**config.mk**
```make
export PLATFORM = sky130hd
export DESIGN_NAME = sao_stat_pipe_elastic
export DESIGN_NICKNAME = d
export VERILOG_FILES = /design/src/rtl/sao_pkg.sv /design/src/rtl/sao_stat_pipe_slot.sv /design/src/rtl/sao_stat_pipe_elastic.sv
export SDC_FILE = /design/constraint.sdc
export NUM_CORES = 1
export LEC_CHECK = 0
export BUFFER_PORTS_ARGS = -buffer_cell sky130_fd_sc_hd__buf_2
export CORE_UTILIZATION = 50
export DETAILED_ROUTE_END_ITERATION = 7
export GPL_TIMING_DRIVEN = 0
export HOLD_SLACK_MARGIN = 0.12
export MAX_ROUTING_LAYER = met4
export PLACE_DENSITY = 0.81
export REMOVE_ABC_BUFFERS = 1
export SYNTH_ARGS = -nofsm -noshare
export SYNTH_HDL_FRONTEND = slang
export SYNTH_SLANG_ARGS = --single-unit
```
**constraint.sdc**
```tcl
create_clock -name clk -period 3.4 [get_ports clk]
set_input_delay 0.68 -clock clk [delete_from_list [all_inputs] [get_ports clk]]
set_output_delay 0.68 -clock clk [all_outputs]
set_load 0.05 [all_outputs]
```
**src/rtl/sao_pkg.sv**
```systemverilog
// ---------------------------------------------------------------------------
// sao_pkg : shared constants and helpers for the SAO statistics datapath
// Rev 1.0 : initial release
// ---------------------------------------------------------------------------
`default_nettype none

package sao_pkg;

  localparam logic [1:0] CIDX_Y  = 2'd0;
  localparam logic [1:0] CIDX_CB = 2'd1;
  localparam logic [1:0] CIDX_CR = 2'd2;

  localparam int FLG_WORKING     = 0;
  localparam int FLG_WAIT_PRE    = 1;
  localparam int FLG_NOT_END     = 2;
  localparam int FLG_NOT_END_PRE = 3;
  localparam int FLAG_BITS       = 4;

  localparam int MAX_PIX = 16;

  // Bit i set when pixel i lies below both the beat's valid count and the beat width.
  function automatic logic [MAX_PIX-1:0] npix_to_mask(input int npix, input int n_pix);
    logic [MAX_PIX-1:0] m;
    m = '0;
    for (int i = 0; i < MAX_PIX; i++) begin
      if (i < npix && i < n_pix) begin
        m[i] = 1'b1;
      end
    end
    return m;
  endfunction

endpackage

`default_nettype wire

```
**src/rtl/sao_stat_pipe_slot.sv**
```systemverilog
// ---------------------------------------------------------------------------
// sao_stat_pipe_slot : one valid+payload register of the elastic stat pipe
// Rev 1.0 : initial release
// ---------------------------------------------------------------------------
`default_nettype none

module sao_stat_pipe_slot
  import sao_pkg::*;
#(
  parameter int W = 8
) (
  input  logic         clk,
  input  logic         arst,
  input  logic         clr_i,
  input  logic         load_i,
  input  logic         valid_i,
  input  logic [W-1:0] data_i,
  output logic         valid_o,
  output logic [W-1:0] data_o
);

  logic         valid_q;
  logic [W-1:0] data_q;

  // An invalid slot always carries a zero payload.
  always_ff @(posedge clk or posedge arst) begin
    if (arst) begin
      valid_q <= 1'b0;
      data_q  <= '0;
    end else if (clr_i) begin
      valid_q <= 1'b0;
      data_q  <= '0;
    end else if (load_i) begin
      valid_q <= valid_i;
      data_q  <= valid_i ? data_i : '0;
    end
  end

  assign valid_o = valid_q;
  assign data_o  = data_q;

endmodule

`default_nettype wire

```
**src/rtl/sao_stat_pipe_elastic.sv**
```systemverilog
// ---------------------------------------------------------------------------
// sao_stat_pipe_elastic : back-pressured SAO stat pipe with pixel masking,
//                         synchronous flush and occupancy reporting
// Rev 1.0 : initial release
// ---------------------------------------------------------------------------
`default_nettype none

module sao_stat_pipe_elastic
  import sao_pkg::*;
#(
  parameter int N_PIX     = 4,
  parameter int DIFF_BITS = 4,
  parameter int DEPTH     = 2,
  parameter int MASK_EN   = 1
) (
  input  logic                                 clk,
  input  logic                                 arst,
  input  logic                                 flush,
  input  logic                                 in_valid,
  output logic                                 in_ready,
  input  logic signed [N_PIX*(DIFF_BITS+1)-1:0] in_diff,
  input  logic [$clog2(N_PIX+1)-1:0]           in_npix,
  input  logic [1:0]                           in_cidx,
  input  logic [FLAG_BITS-1:0]                 in_flags,
  output logic                                 out_valid,
  input  logic                                 out_ready,
  output logic signed [N_PIX*(DIFF_BITS+1)-1:0] out_diff,
  output logic [N_PIX-1:0]                     out_pix_mask,
  output logic [1:0]                           out_cidx,
  output logic [FLAG_BITS-1:0]                 out_flags,
  output logic [$clog2(DEPTH+1)-1:0]           occupancy
);

  localparam int DW = DIFF_BITS + 1;
  localparam int OW = $clog2(DEPTH + 1);
  localparam int PW = FLAG_BITS + 2 + N_PIX + N_PIX * DW;

  logic [N_PIX-1:0]    mask_in;
  logic [N_PIX*DW-1:0] diff_in_m;
  logic [PW-1:0]       in_pl;

  logic [DEPTH-1:0]    v;
  logic [PW-1:0]       pl [DEPTH];
  logic [DEPTH-1:0]    load;
  logic                chain;

  logic                accept;
  logic                take;
  logic [OW-1:0]       occ_q;
  logic [OW-1:0]       occ_d;

  always_comb begin
    mask_in   = '1;
    diff_in_m = in_diff;
    if (MASK_EN != 0) begin
      mask_in = N_PIX'(npix_to_mask(int'(in_npix), N_PIX));
      for (int i = 0; i < N_PIX; i++) begin
        diff_in_m[i*DW +: DW] = mask_in[i] ? in_diff[i*DW +: DW] : '0;
      end
    end
  end

  assign in_pl = {in_flags, in_cidx, mask_in, diff_in_m};

  // Ready ripples from the consumer back to slot 0; any empty slot downstream
  // lets everything behind it move, so bubbles collapse in one edge.
  always_comb begin
    chain = out_ready;
    load  = '0;
    for (int k = DEPTH - 1; k >= 0; k--) begin
      chain   = !v[k] || chain;
      load[k] = chain;
    end
  end

  assign in_ready = load[0] && !flush;

  for (genvar k = 0; k < DEPTH; k++) begin : g_slot
    logic          src_v;
    logic [PW-1:0] src_pl;

    if (k == 0) begin : g_head
      assign src_v  = in_valid;
      assign src_pl = in_pl;
    end else begin : g_body
      assign src_v  = v[k-1];
      assign src_pl = pl[k-1];
    end

    sao_stat_pipe_slot #(
      .W (PW)
    ) u_slot (
      .clk     (clk),
      .arst    (arst),
      .clr_i   (flush),
      .load_i  (load[k]),
      .valid_i (src_v),
      .data_i  (src_pl),
      .valid_o (v[k]),
      .data_o  (pl[k])
    );
  end

  // Beats are never created or lost inside the pipe, so the count only moves
  // on the two external handshakes.
  assign accept = in_valid && in_ready;
  assign take   = v[DEPTH-1] && out_ready;

  always_comb begin
    occ_d = occ_q + OW'(accept) - OW'(take);
    if (flush) begin
      occ_d = '0;
    end
  end

  always_ff @(posedge clk or posedge arst) begin
    if (arst) begin
      occ_q <= '0;
    end else begin
      occ_q <= occ_d;
    end
  end

  assign occupancy = occ_q;
  assign out_valid = v[DEPTH-1];
  assign {out_flags, out_cidx, out_pix_mask, out_diff} = pl[DEPTH-1];

endmodule

`default_nettype wire
```
==> out/qor.yml <==
grt:
  grt-ovfl-total: 0
  grt_usage_pct: 22.1
  grt_pass1_wl_um: 8170
  antenna_found_initial: 0
  grt_max_degree: 39
  first_global_vias: 1672
die:
  fp.dieW_um: 71.3
  start_util_pct: 53.7
  rows: 24
  ios: 68
  die_h_um: 71.3
  die_area_um2: 5090
  coreArea_um2: 4470
routing:
  drt_iter0_drc: 113
  routedWlPerCell_um: 17.2
  vias: 1642
  via_per_inst: 5.68
  antenna_left: 0
  drc: 5
  drt_pass1_iterations: 6
  postRouteWirelength_um: 4980
yosys:
  yosys-top-cells-area: "dfrtp_1, a22o_1, a32o_1"
  synth_area_leader_cell: "dfrtp_1"
  ys_seq_area_share_pct: 66.7
  avgSynthCellArea_um2: 14.7
  syn_area_um2: 2400
  yosysWarnings: 0
  synth_cells: 163
  ys_types: 24
  synth-seq-cells: 64
  synth_top_area_share_pct: 66.7
timing:
  slew_violations: 0
  relSlewSlack_pct: 55.0
  finalCritPeriodShare_pct: 66.7
  fin_skew_ns: 0.0114
  finalSetupViolCount: 0
  tns_ns: 0
  period_minus_slack_ns: 2.27
  hold_viol: 0
  rsz0062_at_grt: "no"
  max_freq_mhz: 441
  worst_pin_slew_ns: 0.675
  fin_ws_ns: 1.13
run_status:
  violations: "design-rule violations"
  status: "complete, but fails checks"
setup_path:
  crit_end: "in_ready"
  r2r_setup_slack_ns: 1.43
  startpoint_type: "input port"
  crit_start: "out_ready"
  reg2regPathDepth: 8
  crit_arrival_ns: 1.59
  worstPathMaxFanout: 6
  required_ns: 2.72
  r2r-end: "occupancy[1]$_DFF_PP0_"
  path_class: "in2out"
  r2r_start: "g_slot[1].u_slot.valid_o$_DFFE_PP0P_"
  crit_path_end_kind: "output port"
final_layout:
  final_common_cell: "buf_2"
  fin_nets: 269
  syn_to_final_growth_pct: 24.7
  final_area_um2: 3000
  diodes: 0
  layout_common_cells: "buf_2, dfrtp_1, a22o_1"
  drive_gt1_share_pct: 39.2
clocking:
  cts_tree: "yes"
  cts_sinks: 64
  cts_made_buffers: 9
  post_cts_buffers: 0
  clockBufferDepth: 2
  htree_levels: 3
  path_clk_slew_ns: 0.07
  clock_latency_ns: 0.33
  ctsResizeCount: 0
  cts_hold_buf: 0
  root_buffer: "clkbuf_8"
placement:
  port_buffers: 67
  dpl-instance-area_um2: 2810
  pre_cts_ws_ns: 1.04
  globalplace.congestion: 0.718
  dp_hpwl_um: 3340
pwr:
  peakVddDrop_v: 0.000299
  p_leak_nw: 1.62
  power.density_nw_per_um2: 517
hold_path:
  hp-class: "in2async"
run:
  maxCapViolations: 0
## critical path: stages
cell,delay [ns]
buf_2,0.10
and3b_1,0.49
nor2_1,0.08
buf_2,0.23
## flip-flops by register name, indices dropped and copies added, names as in the netlist
signal and flops:
g_slot.u_slot.data_o 60, g_slot.u_slot.valid_o 2, occupancy 2
## final cells by class
cell class / count / area, µm²
sequential: 64 / 1600
fill: 332 / 1480
clock inverter: 3 / 42.5
inverter: 3 / 11.3
timing repair buffer: 71 / 400
multi-input combinational: 84 / 729
clock buffer: 12 / 145
tap: 52 / 65.1
## metal layers
metal  vias up  track usage, %  part of all wire (%)
met3         9            4.78                   3.9
met1       826            30.4                    47
li1        759               -                     -
met2        48            30.9                    47
met5         -               -                     0
met4         0            12.0                   2.0
## Yosys cell counts (all sizes together)
master / instances
dfrtp: 64
a22o: 52
buf: 11
nor2: 6
a32o: 5
nor3: 4
a21o: 3
inv: 3
ha: 2
nand2b: 2
nor2b: 2
a21oi: 1
and2: 1
and3b: 1
clkbuf: 1
o21ai: 1
o22ai: 1
or2b: 1
xnor2: 1
xor2: 1
## worst min path at each step
stage                                       startpoint                                       to  slack, ns
2_1_floorplan  g_slot[0].u_slot.data_o[20]$_DFFE_PP0P_  g_slot[0].u_slot.data_o[20]$_DFFE_PP0P_       0.45
3_3_place_gp   g_slot[0].u_slot.data_o[22]$_DFFE_PP0P_  g_slot[0].u_slot.data_o[22]$_DFFE_PP0P_       0.46
3_5_place_dp   g_slot[0].u_slot.data_o[22]$_DFFE_PP0P_  g_slot[0].u_slot.data_o[22]$_DFFE_PP0P_       0.47
4_1_cts                                           arst  g_slot[0].u_slot.data_o[25]$_DFFE_PP0P_       0.43
5_1_grt                                           arst  g_slot[0].u_slot.data_o[25]$_DFFE_PP0P_       0.45
6_report                                          arst  g_slot[0].u_slot.data_o[25]$_DFFE_PP0P_       0.41
## per-stage QoR
stage	cells	util (%)	hold slack, ns	power [mW]
floorplan	151	-	0.451	0.885
global placement	270	61.1	0.460	0.929
detailed placement	274	62.8	0.469	0.938
CTS	289	66.9	0.426	1.56
global route	289	66.9	0.446	1.61
finish	289	66.9	0.412	1.55
## kinds of logic after synthesis
group                    count (synthesis)  synth area share (%)
AO/OA/AOI/OAI                           63                  22.7
flip-flops                              64                  66.7
XOR/XNOR                                 2                 0.729
buffers and inverters                   15                  3.28
AND/OR/NAND/NOR                         17                  5.63
adder cells (fa/ha/maj)                  2                  1.04
## where the power goes
part,switching [mW],internal [mW]
clock network,0.272,0.354
registers,0.0113,0.782
logic,0.0837,0.0453
total,0.367,1.18
No activity file was read; power rests on OpenSTA's default activity.
